==> src/rtl/pattern_history_table.sv <==
// Pattern history table: 32 two-bit saturating counters indexed by local history,
// plus an in-order FIFO of in-flight predictions that trains counters on resolve.
module pattern_history_table #(
  parameter int unsigned DEPTH = 4
) (
  input  logic                     clk,
  input  logic                     reset_n,
  input  logic                     predict_req,
  input  logic [4:0]               predict_index,
  output logic                     stall,
  output logic                     predict_valid,
  output logic                     predict_taken,
  input  logic                     resolve,
  input  logic                     resolve_taken,
  output logic                     mispredict,
  output logic                     resolve_err,
  input  logic                     flush,
  output logic [$clog2(DEPTH):0]   inflight
);

  localparam int unsigned PW = $clog2(DEPTH);

  typedef struct packed {
    logic [4:0] index;
    logic       pred;
  } entry_t;

  logic [1:0]    ctr_q [32];
  entry_t        fifo_q [DEPTH];
  logic [PW-1:0] head_q, head_d;
  logic [PW-1:0] tail_q, tail_d;
  logic [PW:0]   count_q, count_d;
  logic          predict_valid_q, predict_taken_q;
  logic          mispredict_q, resolve_err_q;

  logic          accept;
  logic          empty;
  logic          pop;
  logic          pred_bit;
  entry_t        head_e;
  logic [1:0]    head_ctr;
  logic [1:0]    ctr_upd;

  // Stall looks only at registered occupancy, so a same-cycle pop never frees a slot.
  assign stall = (count_q == (PW+1)'(DEPTH));

  // NOTE: every variable assigned in always_comb gets a default first, so no latch is inferred.
  always_comb begin
    empty    = (count_q == '0);
    accept   = predict_req && !stall && !flush;
    pop      = resolve && !empty;
    pred_bit = ctr_q[predict_index][1];
    head_e   = fifo_q[head_q];
    head_ctr = ctr_q[head_e.index];
    ctr_upd  = head_ctr;
    if (resolve_taken) begin
      if (head_ctr != 2'b11) ctr_upd = head_ctr + 2'b01;
    end else begin
      if (head_ctr != 2'b00) ctr_upd = head_ctr - 2'b01;
    end

    tail_d  = accept ? tail_q + PW'(1) : tail_q;
    head_d  = pop    ? head_q + PW'(1) : head_q;
    count_d = count_q + (PW+1)'(accept) - (PW+1)'(pop);
    // Flush completes the pop above, then discards everything still queued.
    if (flush) begin
      head_d  = tail_q;
      count_d = '0;
    end
  end

  // NOTE: sequential state uses non-blocking assignments so every register samples pre-edge values.
  always_ff @(posedge clk) begin
    if (!reset_n) begin
      // NOTE: the counter array must be reset because its initial value defines the
      // first predictions; the FIFO payload below is guarded by occupancy and is not reset.
      for (int i = 0; i < 32; i++) ctr_q[i] <= 2'b01;
      head_q          <= '0;
      tail_q          <= '0;
      count_q         <= '0;
      predict_valid_q <= 1'b0;
      predict_taken_q <= 1'b0;
      mispredict_q    <= 1'b0;
      resolve_err_q   <= 1'b0;
    end else begin
      if (pop) ctr_q[head_e.index] <= ctr_upd;
      head_q          <= head_d;
      tail_q          <= tail_d;
      count_q         <= count_d;
      predict_valid_q <= accept;
      predict_taken_q <= accept && pred_bit;
      mispredict_q    <= pop && (head_e.pred != resolve_taken);
      resolve_err_q   <= resolve && empty;
    end
  end

  always_ff @(posedge clk) begin
    if (accept) fifo_q[tail_q] <= '{index: predict_index, pred: pred_bit};
  end

  assign predict_valid = predict_valid_q;
  assign predict_taken = predict_taken_q;
  assign mispredict    = mispredict_q;
  assign resolve_err   = resolve_err_q;
  assign inflight      = count_q;

endmodule

==> config.mk <==
export PLATFORM = sky130hd
export DESIGN_NAME = pattern_history_table
export DESIGN_NICKNAME = d
export VERILOG_FILES = /design/src/rtl/pattern_history_table.sv
export SDC_FILE = /design/constraint.sdc
export NUM_CORES = 1
export LEC_CHECK = 0
export BUFFER_PORTS_ARGS = -buffer_cell sky130_fd_sc_hd__buf_2
export CORE_MARGIN = 3
export CORE_UTILIZATION = 62
export DETAILED_ROUTE_END_ITERATION = 10
export PLACE_DENSITY = 0.8
export RECOVER_POWER = 50
export SLEW_MARGIN = 10
export SYNTH_ARGS = -nofsm -noshare
export SYNTH_HDL_FRONTEND = slang
export SYNTH_SLANG_ARGS = --single-unit
==> constraint.sdc <==
create_clock -name clk -period 3.8 [get_ports clk]
set_clock_uncertainty 0.1 [all_clocks]
set_input_delay 0.38 -clock clk [delete_from_list [all_inputs] [get_ports clk]]
set_output_delay 0.38 -clock clk [all_outputs]
set_load 0.005 [all_outputs]
==> results of run 1 <==
-- worst reg2reg max path, cell delays in order (launching register included) --
cell and delay (ns):
dfxtp_1 0.59, mux4_2 0.71, nor2b_1 0.20, and2_1 0.30, a22oi_1 0.29, and4_1 0.26
maj3_2 0.62, nand3_1 0.16
-- final timing paths --
check	start	endpoint	slack, ns	depth (start not counted)
max	register	ctr_q[8][0]	0.28	7
min	flush	inflight[2]	0.16	2
max reg2reg	register	ctr_q[8][0]	0.28	7
min reg2reg	tail_q[1]	tail_q[1]	0.50	2
-- flip-flops by register name, indices dropped and copies added, names as in the netlist, named ones only --
signal	cells
tail_q	2
fifo_q	24
head_q	2
ctr_q	64
inflight	3
predict_taken	1
mispredict	1
predict_valid	1
resolve_err	1
-- cells by family (layout without fill, tap and decap cells) --
group	Yosys count	in the layout	share of synthesized area
AOI/OAI and AO/OA	10	10	0.0158
xor gates and xnor gates	6	6	0.0104
adders and majority gates	9	9	0.0232
buffers and inverters	37	51	0.0432
DFF	101	101	0.573
muxes	66	66	0.170
and+or+nand+nor	169	169	0.164
-- metrics by stage --
stage | power, W | hold slack, ns | instances
after floorplan | 0.00154 | 0.379 | 398
after global routing | 0.00240 | 0.175 | 514
after CTS | 0.00233 | 0.151 | 514
final | 0.00232 | 0.160 | 514
after global placement | 0.00159 | 0.468 | 498
after detailed placement | 0.00160 | 0.488 | 498
-- cells in the final DEF (no fill, tap or decap), drive strengths merged --
master    netlist  layout
and3            1       1
clkinvlp        0       1
nand4           1       1
and2           11      11
mux2            1       1
edfxtp         88      88
mux4           16      16
a22oi           8       8
fa              1       1
nand2          69      69
and4            2       2
bufinv          0       2
inv             9      11
xnor2           5       5
nor2b           3       3
clkbuf         13      24
ha              6       6
o21ai           2       2
nor3b           5       5
and3b           2       2
buf            15      11
nand3          33      33
maj3            2       2
clkinv          0       2
nor3            5       5
dfxtp          13      13
mux2i          49      49
xor2            1       1
nor2           37      37
-- cell type report --
cell class	count	area, um^2
sequential	101	2900
fill	594	2470
multi-input combinational	260	1950
clock inverter	7	96.3
tap	102	128
timing repair buffer	26	146
inverter	9	33.8
clock buffer	9	124
-- where the power goes --
group          total (W)  internal (W)  switching (W)
clock           0.000749      0.000374       0.000376
combinational   0.000324      0.000118       0.000206
sequential       0.00125       0.00123      0.0000170
total            0.00232       0.00172       0.000599
-- routing by layer --
metal | part of all wire | up-vias | wire length (um) | track usage
li1 | - | 1458 | - | -
met1 | 0.41 | 1543 | 4070 | 0.316
met2 | 0.50 | 111 | 4950 | 0.390
met3 | 0.060 | 19 | 594 | 0.0310
met4 | 0.021 | 0 | 210 | 0.0923
met5 | 0 | - | 0 | 0
==> results.md, run 1 <==
- The flow ran to the end, but the final reports show violations.
- The final reports fail on capacitance limit, slew limit.
- The average routed wire per standard cell is 19.1 um.
- In this run the worst hold path is classified as in2reg.
- The type of element capturing the critical path is a register.
- The synthesized netlist contains 34 unique library cells.
- Ranked by instance count, the synthesized netlist is headed by edfxtp_1, nand2_1, mux2i_1.
- Post-CTS timing repair inserted 0 buffers for setup.
- The starting DRC count in detailed routing is 203.
- The placeable core region is 7850 um^2.
- Summed over all nets, the half-perimeter wirelength after detailed placement is 6570 um.
- The die is 96.4 um wide.
- The detail route stage leaves a number of antenna-violating nets equal to 0.
- The power density relative to cell area is 432 nW/um^2.
- Traced cell by cell, the critical path runs through mux4_2, nor2b_1, and2_1, a22oi_1, and4_1, maj3_2, nand3_1.
- Synthesis produced 398 cells.
- The buffering stage count on the worst path with inverters included is 0.
- Clock-pin slew was measured on the worst setup and hold paths at 0.10 ns.
- The count of final hold-check violations is 0.
- The cell with the most instances after synthesis is edfxtp_1.
- The clock passes through at most 2 buffers.
- The number of instances resized during post-cts repair is 0.
- For this configuration, the core starts out at a cell density of 0.646.
- After floorplanning, the core was divided into 32 placement rows.
- In this run the vertical extent of the chip is 96.4 um.
- The required time at the worst-slack endpoint is 3.78 ns.
- Setup slack on the critical path of the routed design comes to 0.280 ns.
- In this run the worst path has a maximum fanout of 32.
- The startpoint type of the worst setup path is a register.
- Dividing the detail-routed via count by the number of cells gives 6.09.
- The final layout contains 425 nets.
- Hold repair after CTS inserted 0 buffers.
- The total number of vias is 3131.
- The final-report setup violation count is 0.
- In the routed design, unresolved DRC markers number 0.
- The number of synthesized flops with an enable pin is 88.
- For the pin with the worst max-slew slack, the measured transition is 1.89 ns.
- The number of global-route vias before repair came to 3108.
- For this run, the share of the core covered by cells in the final layout is 0.685.
- The final critical path time including I/O delays and setup is 3.52 ns.
- The clock tree from TritonCTS is done.
- The CTS root buffer is clkbuf_8.
- The average instance in the mapped netlist occupies 12.7 um^2.
- Yosys printed 0 warnings.
- The latest clock arrival within the worst-skew pair is 0.37 ns.
- The share of the Yosys chip area taken by registers is 0.573.
- VDD sags by at most 209 uV.
- The leakage power is 1.85 nW.
- The growth of design area from synthesis to finish is 6.10%.
- The congestion estimate from routability-driven global placement came to 0.804.
- The total die area is 9290 um^2.
- The remaining global-route overflow is 0.
- Buffers inserted during clock tree synthesis total 9.
- For this design the top-level I/O count stands at 19.
- The data arrival time of the worst path is 3.50 ns.
- Across every metal layer, demand over resource in global routing totals 0.234.
- The pin count of the biggest net entering global routing is 44.
- Yosys attributes the largest share of cell area to edfxtp_1, mux2i_1, mux4_2.
- The cell area after synthesis is 5070 um^2.
- The global-route wire length before repair is 15700 um.
- The final worst-path cycle share is 0.926.
- The max capacitance violation total is 1.
- The first-pass iteration count of the detailed router is 4.
- The total nets after synthesis is 416.
- The worst stage delay on the critical path is 0.71 ns.
- The number of antenna violations at the first check in global routing is 0.
- The antenna diode instance count is 0.
- Broken down by cell family, the worst path's largest delay share belongs to simple AND/OR/NAND/NOR gates.
- The highest clock frequency the design can meet is 284 MHz.
- The share of Yosys cell area claimed by the top area cell type is 0.521.
- Setup repair after global routing left no endpoint under its margin.
- Once layout is done, the placed cells without fillers occupy 5380 um^2.
- On the critical path, the stage with the largest delay is an instance of mux4_2.
- In this run the number of H-tree levels came out at 3.
- Once placement finished, the instance area stood at 5180 um^2.
- Timing analysis after detailed placement gives a worst setup slack of 0.318 ns.
- Headroom to the max-slew limit came out at -0.261.
- The cell accounting for the most synthesized area is edfxtp_1.
- The fraction of final layout cells with drive strength greater than 1 is 0.153.
- The final routed wirelength across all metal layers is 9820 um.
- The quantity of I/O buffers inserted on ports is 18.
- After synthesis the netlist holds a flip-flop and latch count of 101.
- Among all flip-flop cells after synthesis, the most frequent one is edfxtp_1.
- The clock sink total is 101.
- In the synthesized netlist the async set-or-reset flop fraction comes to 0.
- The final number of max-transition violations came to 44.
- The worst setup path category is reg2reg.
- For the final routed database, the setup TNS stands at 0 ns.
Note: power is estimated with default switching activity, not from simulation.
==> run 2, diff against run 1 <==
- CAP_MARGIN: default -> 20
- REMOVE_ABC_BUFFERS: default -> 1
==> results.md, run 2 (synthesized netlist as in run 1, its figures left out) <==
- The register name with the most flops is ctr_q (unchanged).
- The effective utilization at floorplan is 0.646 (unchanged).
- The portion of total power attributed to the clock network came to 0.330 (was 0.323).
- The instance count on the critical path is 8 (was 7).
- The total of hold buffers inserted after clock tree synthesis came to 0 (unchanged).
- The final number of max-transition violations is 0 (was 44).
- The path type of the worst min-delay path was in2reg (unchanged).
- The starting DRC count in detailed routing is 237 (was 203).
- The worst setup path category was reg2reg (unchanged).
- The final-report setup violation count is 0 (unchanged).
- The depth of the CTS H-tree was 3 (unchanged).
- The via density per instance is 6.19 (was 6.09).
- The data arrival time of the worst path is 3.41 ns (was 3.50 ns).
- The slowest stage cell on the critical path is maj3_2 (was mux4_2).
- The pin count of the biggest net entering global routing came to 42 (was 44).
- The growth of design area from synthesis to finish is 6.57% (was 6.10%).
- The CTS root buffer was clkbuf_8 (unchanged).
- The combinational fraction of design power came to 0.140 (about the same).
- The vertical extent of the die is 96.4 um (unchanged).
- The number of nets in the final layout is 427 (was 425).
- The first-pass iteration count of the detailed router came to 4 (unchanged).
- Result of the run: completed (was finished, violations left).
- Most frequent cells in the layout: edfxtp_1, nand2_1, mux2i_1 (unchanged).
- The setup slack of the worst register-to-register path was 0.37 ns (was 0.28 ns).
- The net switching power of the design came to 0.000619 W (was 0.000599 W).
- The placeable core region is 7850 um^2 (unchanged).
- The switching power share of the total is 0.264 (was 0.258).
- The count of nets left with antenna violations after detail routing came to 0 (unchanged).
- The final worst-path cycle share is 0.904 (was 0.926).
- The remaining global-route overflow was 0 (unchanged).
- The leakage power is 1.87 nW (was 1.85 nW).
- The latest clock arrival within the worst-skew pair is 0.38 ns (was 0.37 ns).
- The power density relative to cell area is 435 nW/um^2 (was 432 nW/um^2).
- Setup repair after global routing missed its margin: no (unchanged).
- The end-of-flow core utilization is 0.688 (was 0.685).
- The hold-critical path depth is 2 (unchanged).
- The antenna diode instance count was 0 (unchanged).
- The clock tree from TritonCTS is done (unchanged).
- The final total negative setup slack is 0 ns (unchanged).
- The buffering stage count on the worst path with inverters included is 1 (was 0).
- The worst slew slack as a fraction of its limit is 0.313 (was -0.261).
- The final critical path time including I/O delays and setup is 3.43 ns (was 3.52 ns).
- The max capacitance violation total is 0 (was 1).
- The highest clock frequency the design can meet came to 291 MHz (was 284 MHz).
- The startpoint type of the worst setup path is a register (unchanged).
- The clock sink total was 101 (unchanged).
- The kind of cell with the highest combined delay on the critical path is multiplexers (was simple AND/OR/NAND/NOR gates).
- The number of flip-flops in the largest register is 64 (unchanged).
- The measured slew at the worst slew-check pin was 1.03 ns (was 1.89 ns).
- The worst stage delay on the critical path came to 0.62 ns (was 0.71 ns).
- The combined global-route utilization of all metal layers is 0.243 (was 0.234).
- The most frequent cell on the critical path is mux2i_1.
- The final RePlAce weighted congestion is 0.800 (was 0.804).
- The average routed wire per standard cell is 19.8 um (was 19.1 um).
- The number of filler cells placed in the layout came to 561 (was 594).
- The number of I/O pins is 19 (unchanged).
- The number of instances resized during post-cts repair is 0 (unchanged).
- The maximum count of clock buffers along a single path came to 2 (unchanged).
- The peak fanout along the critical path is 32 (unchanged).
- The internal power of the cells was 0.00173 W (was 0.00172 W).
- The quantity of I/O buffers inserted on ports was 18 (unchanged).
- The number of remaining DRC errors came to 0 (unchanged).
- The total number of vias is 3193 (was 3131).
- The maximum vdd ir drop was 246 uV (was 209 uV).
- The final routed wirelength across all metal layers is 10200 um (was 9820 um).
- The fraction of final layout cells with drive strength greater than 1 came to 0.162 (was 0.153).
- The clock-pin slew on the worst setup and hold paths came to 0.10 ns (about the same).
- The most common library cell in the layout ignoring fill and taps is edfxtp_1 (unchanged).
- The number of antenna violations at the first check in global routing is 0 (unchanged).
- The number of global-route vias before repair is 3117 (was 3108).
- The logic depth of the worst register-to-register path is 8 (was 7).
- The required time at the worst-slack endpoint is 3.77 ns (was 3.78 ns).
- The count of final hold-check violations is 0 (unchanged).
- CP cell instances: mux4_2, buf_12, mux2i_1, mux2i_1, a22oi_1, and4_1, maj3_2, nand3_1 (was mux4_2, nor2b_1, and2_1, a22oi_1, and4_1, maj3_2, nand3_1).
- The type of element capturing the critical path is a register (unchanged).
- The placed wire-length estimate is 6700 um (was 6570 um).
- The power share of the sequential group came to 0.530 (was 0.537).
- The cell row count was 32 (unchanged).
- The total clock buffers created by CTS was 9 (unchanged).
- The total die area came to 9290 um^2 (unchanged).
- The number of buffers inserted by post-CTS setup repair is 0 (unchanged).
- The global-route wire length before repair is 16300 um (was 15700 um).
- The overall die width was 96.4 um (unchanged).
## run 2: final timing paths
| check | to | from |
|---|---|---|
| min | inflight[2] | flush |
| min reg2reg | tail_q[1] | tail_q[1] |
| max | ctr_q[20][0] | register |
| max reg2reg | ctr_q[20][0] | register |
## run 2: worst reg2reg max path: stages, from the launching register on
cell and delay, ns:
dfxtp_1 0.51, mux4_2 0.61, buf_12 0.26, mux2i_1 0.23, mux2i_1 0.13, a22oi_1 0.24, and4_1 0.24, maj3_2 0.62
nand3_1 0.19
## run 2: per-stage QoR
stage	cells	hold WS [ns]	power, W	instance area [um^2]	worst slack, ns
finish	516	0.155	0.00235	5400	0.366
global route	516	0.161	0.00242	5400	0.148
CTS	516	0.138	0.00235	5430	0.387
detailed placement	500	0.473	0.00160	5200	0.410
global placement	500	0.471	0.00159	5200	0.558
floorplan	370	0.356	0.00148	4880	0.639
## run 2: power by group through the flow
stage | registers (W) | logic (W) | clock network [W]
after global routing | 0.00125 | 0.000355 | 0.000818
after floorplan | 0.00127 | 0.000216 | 0
after detailed placement | 0.00127 | 0.000331 | 0
final | 0.00124 | 0.000330 | 0.000775
after global placement | 0.00127 | 0.000321 | 0
after CTS | 0.00124 | 0.000333 | 0.000778
## run 2: layer usage
layer / share of wire / routed length [um] / GRT usage
met1: 0.42 / 4300 / 0.333
met2: 0.50 / 5140 / 0.396
met3: 0.049 / 504 / 0.0271
met4: 0.026 / 265 / 0.112
met5: 0 / 0 / 0
## run 2: layout make-up
type                       instances  area [um^2]  area share
timing repair buffer              28          161      0.0299
clock inverter                     7          105      0.0195
clock buffer                       9          124      0.0229
sequential                       101         2900       0.538
multi-input combinational        260         1950       0.360
tap                              102          128      0.0236
inverter                           9         33.8     0.00626
==> run 3, diff against run 2 <==
==> constraint.sdc (replaced) <==
create_clock -name clk -period 3.8 [get_ports clk]
set_clock_uncertainty 0.1 [all_clocks]
set_input_delay 0.19 -clock clk [delete_from_list [all_inputs] [get_ports clk]]
set_output_delay 0.19 -clock clk [all_outputs]
set_load 0.005 [all_outputs]
==> results.md, run 3 (synthesized netlist as in run 1, its figures left out) <==
- Result of the run: completed (unchanged).
- The first-pass iteration count of the detailed router was 5 (was 4).
- The placeable core region was 7850 um^2 (unchanged).
- The required time at the worst-slack endpoint is 3.77 ns (about the same).
- The total number of vias is 3195 (was 3193).
- The final critical path time including I/O delays and setup is 3.42 ns (was 3.43 ns).
- The count of final hold-check violations is 0 (unchanged).
- The number of nets in the final layout is 432 (was 427).
- The type of element capturing the critical path is a register (unchanged).
- The clock tree from TritonCTS is done (unchanged).
- The cell row count is 32 (unchanged).
- The number of global-route vias before repair is 3145 (was 3117).
- The remaining global-route overflow is 0 (unchanged).
- The slowest stage cell on the critical path is mux4_2 (was maj3_2).
- The final number of max-transition violations is 0 (unchanged).
- The kind of cell with the highest combined delay on the critical path is multiplexers (unchanged).
- The combined global-route utilization of all metal layers is 0.246 (was 0.243).
- The worst slew slack as a fraction of its limit is 0.301 (was 0.313).
- The latest clock arrival within the worst-skew pair is 0.37 ns (was 0.38 ns).
- The clock-pin slew on the worst setup and hold paths is 0.10 ns (about the same).
- The final worst-path cycle share was 0.900 (was 0.904).
- The total clock buffers created by CTS is 9 (unchanged).
- The average routed wire per standard cell is 19.6 um (was 19.8 um).
- Most frequent cells in the layout: edfxtp_1, nand2_1, mux2i_1 (unchanged).
- The number of filler cells placed in the layout was 560 (was 561).
- The worst setup path category is reg2reg (unchanged).
- The starting DRC count in detailed routing was 201 (was 237).
- The fraction of final layout cells with drive strength greater than 1 was 0.158 (was 0.162).
- The count of nets left with antenna violations after detail routing is 0 (unchanged).
- The path type of the worst min-delay path was in2reg (unchanged).
- The measured slew at the worst slew-check pin is 1.05 ns (was 1.03 ns).
- The antenna diode instance count was 0 (unchanged).
- The final total negative setup slack came to 0 ns (unchanged).
- The area of all placed cells without fillers was 5450 um^2 (was 5400 um^2).
- The most frequent cell on the critical path is mux2i_1 (unchanged).
- The max capacitance violation total is 0 (unchanged).
- The total die area was 9290 um^2 (unchanged).
- The leakage power is 1.88 nW (was 1.87 nW).
- The post-route total power is 0.00235 W (about the same).
- The global-route wire length before repair is 16500 um (was 16300 um).
- The launch instance of the worst min-delay path is reset_n (was flush).
- The highest clock frequency the design can meet is 292 MHz (was 291 MHz).
- The final routed wirelength across all metal layers is 10200 um (about the same).
- The number of antenna violations at the first check in global routing came to 0 (unchanged).
- The growth of design area from synthesis to finish is 7.53% (was 6.57%).
- The number of remaining DRC errors is 0 (unchanged).
- The last element of the critical path is ctr_q[20][0] (unchanged).
- The maximum count of clock buffers along a single path is 2 (unchanged).
- The peak fanout along the critical path is 32 (unchanged).
- The via density per instance is 6.13 (was 6.19).
- The vertical extent of the die is 96.4 um (unchanged).
- The number of I/O pins was 19 (unchanged).
- The end of the worst register-to-register path is ctr_q[20][0] (unchanged).
- The data arrival time of the worst path is 3.39 ns (was 3.41 ns).
- CP cell instances: mux4_2, buf_12, mux2i_1, mux2i_1, a22oi_1, and4_1, maj3_2, nand3_1 (unchanged).
- The number of flip-flops in the largest register is 64 (unchanged).
- The placed wire-length estimate is 6700 um (unchanged).
- The instance area after placement came to 5200 um^2 (unchanged).
- The startpoint type of the worst setup path is a register (unchanged).
- The final RePlAce weighted congestion is 0.800 (unchanged).
- The most common library cell in the layout ignoring fill and taps is edfxtp_1 (unchanged).
- The instance count on the critical path is 8 (unchanged).
- The power density relative to cell area is 431 nW/um^2 (was 435 nW/um^2).
- The CTS root buffer is clkbuf_8 (unchanged).
- The depth of the CTS H-tree is 3 (unchanged).
- The clock sink total is 101 (unchanged).
- The quantity of I/O buffers inserted on ports came to 18 (unchanged).
- Setup repair after global routing missed its margin: no (unchanged).
- The register name with the most flops is ctr_q (unchanged).
- The buffering stage count on the worst path with inverters included is 1 (unchanged).
- The overall die width was 96.4 um (unchanged).
- The setup slack of the worst register-to-register path is 0.38 ns (was 0.37 ns).
- The worst stage delay on the critical path came to 0.61 ns (was 0.62 ns).
- The pin count of the biggest net entering global routing is 42 (unchanged).
- The effective utilization at floorplan is 0.646 (unchanged).
- The logic depth of the worst register-to-register path came to 8 (unchanged).
- The maximum vdd ir drop is 246 uV (about the same).
- The final-report setup violation count is 0 (unchanged).
## run 3: cell types whose count changed in the layout (fill, tap and decap cells not counted)
cell | before | now
dlygate4sd3_1 | 0 | 5
clkbuf_1 | 13 | 14
buf_2 | 10 | 9
## run 3: worst min path at each step
stage                   endpoint  cells after the start  slack [ns]
floorplan            inflight[2]                      1        0.17
global placement     resolve_err                      2        0.34
detailed placement  fifo_q[1][5]                      1        0.35
CTS                 fifo_q[0][3]                      1        0.01
global route          mispredict                      3        0.08
finish                mispredict                      3        0.07
## run 3: per-layer routing
metal  up-vias  track usage  part of all wire  routed length (um)
li1       1475            -                 -                   -
met1      1566        0.337              0.42                4250
met2       129        0.401              0.50                5090
met3        25       0.0271             0.061                 625
met4         0        0.111             0.025                 258
met5         -            0                 0                   0
## run 3: worst reg2reg max path, cell delays in order (launching register included)
cell     delay [ns]
dfxtp_1        0.52
mux4_2         0.61
buf_12         0.27
mux2i_1        0.21
mux2i_1        0.12
a22oi_1        0.24
and4_1         0.25
maj3_2         0.61
nand3_1        0.19
## run 3: final cells by class
cell class                      count  area (um^2)  share of cell area
Clock buffer                        9          124              0.0227
Clock inverter                      7          105              0.0193
Inverter                            9         33.8             0.00620
Sequential cell                   101         2900               0.533
Multi-Input combinational cell    260         1950               0.357
Timing Repair Buffer               33          210              0.0386
Tap cell                          102          128              0.0234
## run 3: per-stage QoR
step,std cells,worst slack (ns),utilization,hold slack (ns)
detailed placement,500,0.410,0.663,0.354
floorplan,370,0.639,-,0.166
CTS,521,0.387,0.698,0.0107
global placement,500,0.558,0.663,0.336
finish,521,0.381,0.694,0.0714
global route,521,0.172,0.694,0.0786
## run 3: timing repair
item                                   4_1_cts  5_1_grt
hold buffers                                 5        0
buffers inserted                             0        0
gates resized for setup                      0        0
endpoints found under the hold margin       11        0
## run 3: power breakdown
| group | internal [W] | switching (W) |
|---|---|---|
| Sequential | 0.00123 | 0.0000148 |
| Combinational | 0.000122 | 0.000211 |
| Clock | 0.000381 | 0.000389 |
| Total | 0.00173 | 0.000615 |
